<file path="config.mk">
export PLATFORM = sky130hd
export DESIGN_NAME = segment_led_hex_scanner
export DESIGN_NICKNAME = d
export VERILOG_FILES = /design/src/rtl/seg_scanner_pkg.sv /design/src/rtl/seg_hex_glyph.sv /design/src/rtl/segment_led_hex_scanner.sv
export SDC_FILE = /design/constraint.sdc
export NUM_CORES = 1
export LEC_CHECK = 0
export BUFFER_PORTS_ARGS = -buffer_cell sky130_fd_sc_hd__buf_4
export CAP_MARGIN = 25
export CORE_ASPECT_RATIO = 0.8
export CORE_MARGIN = 5
export CORE_UTILIZATION = 35
export CTS_CLUSTER_DIAMETER = 50
export DETAILED_ROUTE_END_ITERATION = 6
export PLACE_DENSITY_LB_ADDON = 0.2
export SYNTH_ARGS = -nofsm -noshare
export SYNTH_HDL_FRONTEND = slang
export SYNTH_SLANG_ARGS = --single-unit
</file>
<file path="constraint.sdc">
create_clock -name Clock -period 2.2 [get_ports Clock]
set_input_delay 0.22 -clock Clock [delete_from_list [all_inputs] [get_ports Clock]]
set_output_delay 0.22 -clock Clock [all_outputs]
set_load 0.05 [all_outputs]
</file>
<file path="src/rtl/seg_scanner_pkg.sv">
// seg_scanner_pkg: shared constants and types for the hex segment scanner.
// Glyphs are active-low, ordered {g,f,e,d,c,b,a} (bit 6 = g, bit 0 = a).
package seg_scanner_pkg;

    // Segment bit positions inside the 7-bit pattern.
    localparam int SEG_A = 0;
    localparam int SEG_B = 1;
    localparam int SEG_C = 2;
    localparam int SEG_D = 3;
    localparam int SEG_E = 4;
    localparam int SEG_F = 5;
    localparam int SEG_G = 6;

    // Active-low hex glyphs.
    localparam logic [6:0] GLYPH_0 = 7'h40;
    localparam logic [6:0] GLYPH_1 = 7'h79;
    localparam logic [6:0] GLYPH_2 = 7'h24;
    localparam logic [6:0] GLYPH_3 = 7'h30;
    localparam logic [6:0] GLYPH_4 = 7'h19;
    localparam logic [6:0] GLYPH_5 = 7'h12;
    localparam logic [6:0] GLYPH_6 = 7'h02;
    localparam logic [6:0] GLYPH_7 = 7'h78;
    localparam logic [6:0] GLYPH_8 = 7'h00;
    localparam logic [6:0] GLYPH_9 = 7'h10;
    localparam logic [6:0] GLYPH_A = 7'h08;
    localparam logic [6:0] GLYPH_B = 7'h03;
    localparam logic [6:0] GLYPH_C = 7'h46;
    localparam logic [6:0] GLYPH_D = 7'h21;
    localparam logic [6:0] GLYPH_E = 7'h06;
    localparam logic [6:0] GLYPH_F = 7'h0E;

    // All segments dark.
    localparam logic [6:0] SEG_BLANK = 7'h7F;

    // Phase within one digit slot.
    typedef enum logic {
        BLANK  = 1'b0,
        ACTIVE = 1'b1
    } scan_state_e;

endpackage

</file>
<file path="src/rtl/seg_hex_glyph.sv">
// seg_hex_glyph: combinational nibble to active-low seven-segment decoder.
module seg_hex_glyph
    import seg_scanner_pkg::*;
(
    input  logic [3:0]           nibble,
    output logic [SEG_G:SEG_A]   segments
);

    // Map each hex nibble to its glyph.
    always_comb begin
        // NOTE: default assignment first so every path drives segments and no latch is inferred.
        segments = SEG_BLANK;
        case (nibble)
            4'h0: segments = GLYPH_0;
            4'h1: segments = GLYPH_1;
            4'h2: segments = GLYPH_2;
            4'h3: segments = GLYPH_3;
            4'h4: segments = GLYPH_4;
            4'h5: segments = GLYPH_5;
            4'h6: segments = GLYPH_6;
            4'h7: segments = GLYPH_7;
            4'h8: segments = GLYPH_8;
            4'h9: segments = GLYPH_9;
            4'hA: segments = GLYPH_A;
            4'hB: segments = GLYPH_B;
            4'hC: segments = GLYPH_C;
            4'hD: segments = GLYPH_D;
            4'hE: segments = GLYPH_E;
            4'hF: segments = GLYPH_F;
            default: segments = SEG_BLANK;
        endcase
    end

endmodule

</file>
<file path="src/rtl/segment_led_hex_scanner.sv">
// segment_led_hex_scanner: multiplexed driver for a bank of common-anode hex
// digits on a shared segment bus, with per-slot blanking and a double-buffered
// value register so a frame never mixes old and new digits.
// Build option: define SEG_SCANNER_LEADING_ZERO_BLANK_EN to blank leading zeros.
module segment_led_hex_scanner
    import seg_scanner_pkg::*;
#(
    parameter int DIGITS       = 4,
    parameter int REFRESH_DIV  = 50000,
    parameter int BLANK_CYCLES = 500
) (
    input  logic                  Clock,
    input  logic                  ResetN,
    input  logic [4*DIGITS-1:0]   Value,
    input  logic                  Load,
    input  logic [DIGITS-1:0]     DecimalPoints,
    output logic [6:0]            Segments,
    output logic                  Dp,
    output logic [DIGITS-1:0]     Anodes,
    output logic                  FrameStart
);

    localparam int CW = (REFRESH_DIV > 1) ? $clog2(REFRESH_DIV) : 1;
    localparam int IW = (DIGITS > 1) ? $clog2(DIGITS) : 1;
    localparam logic [CW-1:0] CNT_LAST = CW'(REFRESH_DIV - 1);
    localparam logic [IW-1:0] IDX_LAST = IW'(DIGITS - 1);
    // A slot opens in BLANK unless blanking is configured away.
    localparam scan_state_e FIRST_STATE = (BLANK_CYCLES > 0) ? BLANK : ACTIVE;

    logic [CW-1:0]       cnt;
    logic [IW-1:0]       idx;
    scan_state_e         state;
    logic                slot_end;
    logic                frame_end;
    logic                frame_pulse;
    logic [4*DIGITS-1:0] shadow_val;
    logic [4*DIGITS-1:0] disp_val;
    logic [DIGITS-1:0]   shadow_dp;
    logic [DIGITS-1:0]   disp_dp;
    logic [3:0]          cur_nibble;
    logic [6:0]          cur_glyph_raw;
    logic [6:0]          cur_glyph;

    assign slot_end  = (cnt == CNT_LAST);
    assign frame_end = slot_end && (idx == IDX_LAST);

    // Slot counter, digit index and BLANK/ACTIVE phase of the current slot.
    always_ff @(posedge Clock or negedge ResetN) begin
        if (!ResetN) begin
            // NOTE: sequential state uses non-blocking assignments so every register samples pre-edge values.
            cnt   <= '0;
            idx   <= '0;
            state <= FIRST_STATE;
        end else if (slot_end) begin
            cnt   <= '0;
            idx   <= frame_end ? '0 : idx + IW'(1);
            state <= FIRST_STATE;
        end else begin
            cnt <= cnt + CW'(1);
            if (state == BLANK && int'(cnt) == BLANK_CYCLES - 1) begin
                state <= ACTIVE;
            end
        end
    end

    // Double buffer: Load fills shadow, each frame boundary publishes shadow.
    always_ff @(posedge Clock or negedge ResetN) begin
        if (!ResetN) begin
            shadow_val <= '0;
            shadow_dp  <= '0;
            disp_val   <= '0;
            disp_dp    <= '0;
        end else begin
            if (Load) begin
                shadow_val <= Value;
                shadow_dp  <= DecimalPoints;
            end
            if (frame_end) begin
                disp_val <= shadow_val;
                disp_dp  <= shadow_dp;
            end
        end
    end

    // Select the nibble of the digit currently being scanned.
    always_comb begin
        cur_nibble = disp_val[{idx, 2'b00} +: 4];
    end

    seg_hex_glyph u_glyph (
        .nibble   (cur_nibble),
        .segments (cur_glyph_raw)
    );

`ifdef SEG_SCANNER_LEADING_ZERO_BLANK_EN
    logic [IW-1:0] msd;

    // Highest nonzero digit; digit 0 counts as significant even when zero.
    always_comb begin
        msd = '0;
        for (int k = 1; k < DIGITS; k++) begin
            if (disp_val[4*k +: 4] != 4'h0) begin
                msd = IW'(k);
            end
        end
    end

    assign cur_glyph = (idx > msd) ? SEG_BLANK : cur_glyph_raw;
`else
    assign cur_glyph = cur_glyph_raw;
`endif

    // Registered pin drivers, one cycle behind the counter/index.
    always_ff @(posedge Clock or negedge ResetN) begin
        if (!ResetN) begin
            Anodes      <= '1;
            Segments    <= SEG_BLANK;
            Dp          <= 1'b1;
            FrameStart  <= 1'b0;
            frame_pulse <= 1'b0;
        end else begin
            frame_pulse <= frame_end;
            FrameStart  <= frame_pulse;
            if (state == BLANK) begin
                Anodes   <= '1;
                Segments <= SEG_BLANK;
                Dp       <= 1'b1;
            end else begin
                Anodes   <= ~(DIGITS'(1) << idx);
                Segments <= cur_glyph;
                Dp       <= ~disp_dp[idx];
            end
        end
    end

endmodule

</file>
Word level (Yosys, flattened, before mapping)
Memory sizes are Yosys's and may differ from the RTL's.
Index checks and enable logic that the tools add are counted.
W data, S select, Z words.
Word-level totals
  word-level logic and storage cells: 36
  bits in writable memories: 0
  memory bits (read-only): 112
  input bits: 23
  bits in latches: 0
  memories kept: 1
  output and inout port bits: 13
  bits in registers: 73
Cells by class
  reduce and logical (&&, ||, !) cells: 3
  bitwise operators: 3
  eq/ne operators: 3
  multipliers: 0
  multiplexer cells: 9
  $add $sub $neg: 2
  shifts and indexed selects: 2
  divide/modulo/power cells: 0
  magnitude comparators: 1
Memory list
  (no name shown): words 16, bits a word 7, rd ports 1, clocked after memory_dff 0, write ports 0, line seg_hex_glyph.sv:13  | case (nibble)
Operators by type and width (count)
  $add A16 B1 Y16 const B: 1
  $eq A16 B10 Y1 const B: 1
  $eq A16 B16 Y1 const B: 1
  $mux W16: 1
  $shiftx A16 B5 Y4: 1
  $mux W7: 1
  $mux W1: 4
  $mux W4: 1
  $not A4 Y4: 1
  $shl A1 B2 Y4 const A: 1
  $lt A2 B3 Y1 const B: 1
  $add A2 B1 Y2 const B: 1
  $bmux W1 S2: 1
  $eq A2 B2 Y1 const B: 1
  $logic_and A1 B1 Y1: 2
  $mux W2: 1
  $not A1 Y1: 2
  $reduce_bool A2 Y1: 1

Logic depth before layout (Yosys ltp)
  depth after elaboration: 4
  mapped depth: 7
  gate-level depth less buffers: 6

By module
Synthesis repeated with hierarchy kept, for this count alone.
Second synthesis, totals
  cells, all modules: 241
  area total of the unflattened synthesis: 3344.5 um^2
By module, submodules not included
  segment_led_hex_scanner: cells each 209, sequential area each 1841.8 um^2, instances 1, area each 3069.2 um^2
  seg_hex_glyph: cells each 32, sequential area each 0.0 um^2, instances 1, area each 275.3 um^2

Worst setup path after synthesis
Ideal clock, no wire load.
  path type: reg2reg
  from: register cnt[10]
  to: register disp_dp[0]
  cell stages (with the launch flop): 6
  library setup time: 0.125 ns
  required time: 2.075 ns
  clock period less this slack: 1.957 ns
  path slack: 0.243 ns
  buffers on the path: 1
  data arrival time: 1.832 ns
  path through: dfrtp_1 -> or4_4 -> nor4_4 -> nand2_2 -> buf_6 -> mux2_4
On the way
  longest elaborated chain between the ends: 2
Ends and longest elaborated chain
  start: declaration: line segment_led_hex_scanner.sv:30  | logic [CW-1:0] cnt;
  start signal: assignment: line segment_led_hex_scanner.sv:59  | cnt <= cnt + CW'(1);
  $eq A16 B16 Y1: line segment_led_hex_scanner.sv:44  | assign slot_end = (cnt == CNT_LAST);
  $logic_and A1 B1 Y1: line segment_led_hex_scanner.sv:45  | assign frame_end = slot_end && (idx == IDX_LAST);
  end signal: assignment: line segment_led_hex_scanner.sv:80  | disp_dp <= shadow_dp;
  end: declaration: line segment_led_hex_scanner.sv:39  | logic [DIGITS-1:0] disp_dp;
Every way passes these cells.
A chain may end at the register's enable or synchronous reset.

Worst setup path in the final report
  from: register idx[0]
  to: register Segments[5]
On the way
  longest elaborated chain between the ends: 3
Ends and longest elaborated chain
  start: declaration: line segment_led_hex_scanner.sv:31  | logic [IW-1:0] idx;
  start signal: assignment: line segment_led_hex_scanner.sv:56  | idx <= frame_end ? '0 : idx + IW'(1);
  $shiftx A16 B5 Y4: line segment_led_hex_scanner.sv:87  | cur_nibble = disp_val[{idx, 2'b00} +: 4];
  $mem_v2 Z16 W7
  $mux W7: line segment_led_hex_scanner.sv:124  | if (state == BLANK) begin
  end signal: assignment: line segment_led_hex_scanner.sv:130  | Segments <= cur_glyph;
  end: declaration: line segment_led_hex_scanner.sv:17  | output logic [6:0] Segments,
Every way passes these cells.

==> flow_metrics.py <==
metrics = {
    "final_layout": {
        "n_antenna_cell": 0,
        "drive_gt1_share_pct": 41.9,
        "synthToLayoutAreaGrowth_pct": 24.0,
        "fin_nets": 319,
        "num-fill-cells": 824,
    },
    "setup_path": {
        "crit_arrival_ns": 2.23,
        "critical_path_class": "register to register",
        "crit_chain": "mux4_2, inv_1, ha_1, mux2_2, nand2_1, o311ai_0",
        "max_stage_delay_ns": 0.62,
        "cp-end-kind": "register",
        "critPathMaxFanout": 5,
        "required_ns": 2.39,
        "cp-start-kind": "register",
        "cp_slowest_cell": "mux4_2",
    },
    "clock_network": {
        "cts.sinks": 73,
        "postCtsSetupBuffers": 0,
        "cts.hold.buffers_added": 1,
        "htree_levels": 3,
        "cts_made_buffers": 9,
        "clockBufferDepth": 2,
        "post_cts_resized": 0,
        "cts_root_buffer": "clkbuf_16",
        "path_clk_slew_ns": 0.06,
        "clock_latency_ns": 0.34,
        "cts_tree": "done",
    },
    "synth": {
        "synth_cell_types": 42,
        "synth_top_family_by_area": "multiplexers",
        "ys_ff_latch": 73,
        "synthCells": 238,
        "synth_adder_area_share_pct": 4.56,
        "yosys-top-cells-count": "dfrtp_1 (61), mux2_2 (21), mux2_4 (20)",
        "ys_async_sr_fraction_pct": 100,
        "yosysTopAreaCell": "dfrtp_1",
        "synthFlopType": "dfrtp_1",
        "synth_mux_area_share_pct": 20.3,
        "yosys_warnings": 0,
        "synthXorXnorAreaFrac_pct": 2.93,
        "avgSynthCellArea_sq_um": 13.8,
        "yosysMostFrequentCell": "dfrtp_1",
        "synth_nets": 273,
        "synth-simple-area-share_pct": 10.1,
        "synth_area_leaders": "dfrtp_1 (46%), dfstp_2 (9.6%), mux2_4 (9.1%)",
        "synth_compound_area_share_pct": 3.92,
        "ys_seq_area_share_pct": 56.0,
        "synth_top_area_share_pct": 46.4,
        "syn_area_sq_um": 3290,
        "synth_edf_count": 0,
    },
    "global_routing": {
        "busiest_layer": "met1",
        "grt_overflow": 0,
        "grt.total_usage_pct": 11.7,
        "grt_use_met3_pct": 4.90,
        "grtUsageMet1_pct": 17.4,
        "grt_pass1_wl_um": 10700,
        "grt_pass1_vias": 2035,
        "groute.layer.met2.usage_pct": 14.8,
        "grt_max_degree": 44,
        "antenna_found_initial": 0,
    },
    "placement": {
        "gp_congestion": 0.791,
        "hpwl_um": 4210,
        "port_buffers": 35,
        "detailedPlace.worstSlack_ns": 0.191,
    },
    "flow_run": {
        "drv_cap": 0,
    },
    "sta": {
        "slew_violations": 0,
        "period_share_pct": 92.8,
        "worstMarginPinSlew_ns": 0.559,
        "rsz0062_at_grt": "no",
        "setup_viol": 0,
        "skew_ns": 0.00827,
        "maxSlewHeadroom_pct": 62.7,
        "finalCriticalPeriod_ns": 2.04,
        "max_clock_freq_ghz": 0.490,
        "fin_setup_tns_ns": 0,
        "hold_viol": 0,
        "setup_ws_ns": 0.158,
    },
    "power_and_ir_drop": {
        "peakVddDrop_uv": 638,
        "switching_share_pct": 19.6,
        "clkPwrFrac_pct": 53.1,
        "p_switching_w": 0.000630,
        "power.density_nw_per_um2": 788,
        "seqPwrFrac_pct": 43.6,
        "p_comb_share_pct": 3.3,
        "p_total_w": 0.00322,
        "p_leak_nw": 1.84,
        "power.internal_w": 0.00259,
    },
    "floorplanning": {
        "initial_core_util_pct": 36.1,
        "io_pins": 36,
        "rows": 31,
        "die_area_sq_um": 11500,
        "dieWidth_um": 118,
        "die_h_um": 96.7,
        "core_area_sq_um": 9110,
    },
    "drt": {
        "drtIter0Drc": 132,
        "ant_nets": 0,
        "drt_wl_total_um": 6090,
        "dr.pass1.iters": 4,
        "via_per_inst": 4.87,
        "routedWlPerCell_um": 15.1,
        "drc": 0,
        "vias": 1967,
    },
    "run_status": {
        "status": "finished, final reports clean",
    },
    "worst_hold_path": {
        "hp-class": "primary input to register",
    },
}
==> state kept, by name, summed over array words and instances, names as in the netlist, 2 cells and up <==
register / flops
shadow_dp: 4
Segments: 7
shadow_val: 16
idx: 2
disp_val: 16
cnt: 16
disp_dp: 4
Anodes: 4
==> metal layers <==
metal  routed length [um]  share of wire, %
met1                 3170                52
met5                    0                 0
met4                   98               1.6
met3                  396               6.5
met2                 2430                40
==> per-stage QoR <==
stage | utilization, % | hold WS, ns | instances | instance area [sq um]
3_3_place_gp | 40.8 | 0.255 | 387 | 3720
4_1_cts | 44.8 | 0.102 | 404 | 4080
2_1_floorplan | - | -0.0756 | 238 | 3290
6_report | 44.8 | 0.116 | 404 | 4080
3_5_place_dp | 40.8 | 0.254 | 387 | 3720
5_1_grt | 44.8 | 0.100 | 404 | 4080
==> power by group through the flow <==
stage | combinational (W) | sequential, W | clock [W]
after detailed placement | 0.000109 | 0.00143 | 0
after CTS | 0.000111 | 0.00140 | 0.00176
after global placement | 0.000107 | 0.00143 | 0
after floorplan | 0.0000452 | 0.00142 | 0
final | 0.000107 | 0.00140 | 0.00171
after global routing | 0.000121 | 0.00141 | 0.00181
==> layout by cell type (no fill, tap or decap), types with 2 or more instances in the layout <==
cell type  count
a21oi_1        3
a31oi_1        2
and2_1         2
and4_1         2
buf_4         42
bufinv_16      3
clkbuf_16      9
dfrtp_1       61
dfstp_2       12
ha_1          12
inv_1          6
inv_6          2
mux2_2        21
mux2_4        20
mux2i_1        2
mux4_2         5
nand2_1       15
nand2b_1       2
nand3_1        5
nand4_1        6
nor2_1        11
nor3_1         2
nor4_1         2
o211ai_1       4
o21ai_0        6
or3_1          2
xnor2_1        6
xor2_1         5
==> critical path: cells and delay by family, from the launching register on <==
family | cells | cell delay, ns
adders and majority gates | 1 | 0.26
and+or+nand+nor | 1 | 0.04
muxes | 2 | 0.80
DFF | 1 | 0.49
buffers and inverters | 1 | 0.17
AOI/OAI and AO/OA | 1 | 0.15
==> area by class of cell <==
cell class | instances | area (sq um) | area share, %
inverters | 6 | 22.5 | 0.552
multi-input cells | 150 | 1380 | 33.7
repair buffers | 44 | 345 | 8.46
flip-flops and latches | 73 | 1840 | 45.1
clock buffers | 10 | 239 | 5.86
clock inverters | 6 | 113 | 2.76
well taps | 115 | 144 | 3.53
==> path summary, 6_finish.rpt <==
path | start | to | slack (ns) | cells past startpoint
setup / recovery | idx[0] | Segments[5] | 0.16 | 6
hold / removal | Value[6] | shadow_val[6] | 0.12 | 2
setup reg to reg | idx[0] | Segments[5] | 0.16 | 6
hold reg to reg | frame_pulse | FrameStart | 0.36 | 0
max in group asynchronous | ResetN | Segments[4] | 1.07 | 3
min in group asynchronous | ResetN | shadow_dp[1] | 0.42 | 2
==> cell families (layout without fill, tap and decap cells) <==
kind of cell    Yosys count  in the layout
buf+inv                  15             66
flops                    73             73
mux                      48             48
fa+ha+maj                12             12
xor+xnor                 11             11
compound gates           20             20
simple gates             59             59
Power figures use the tool's default switching activity.
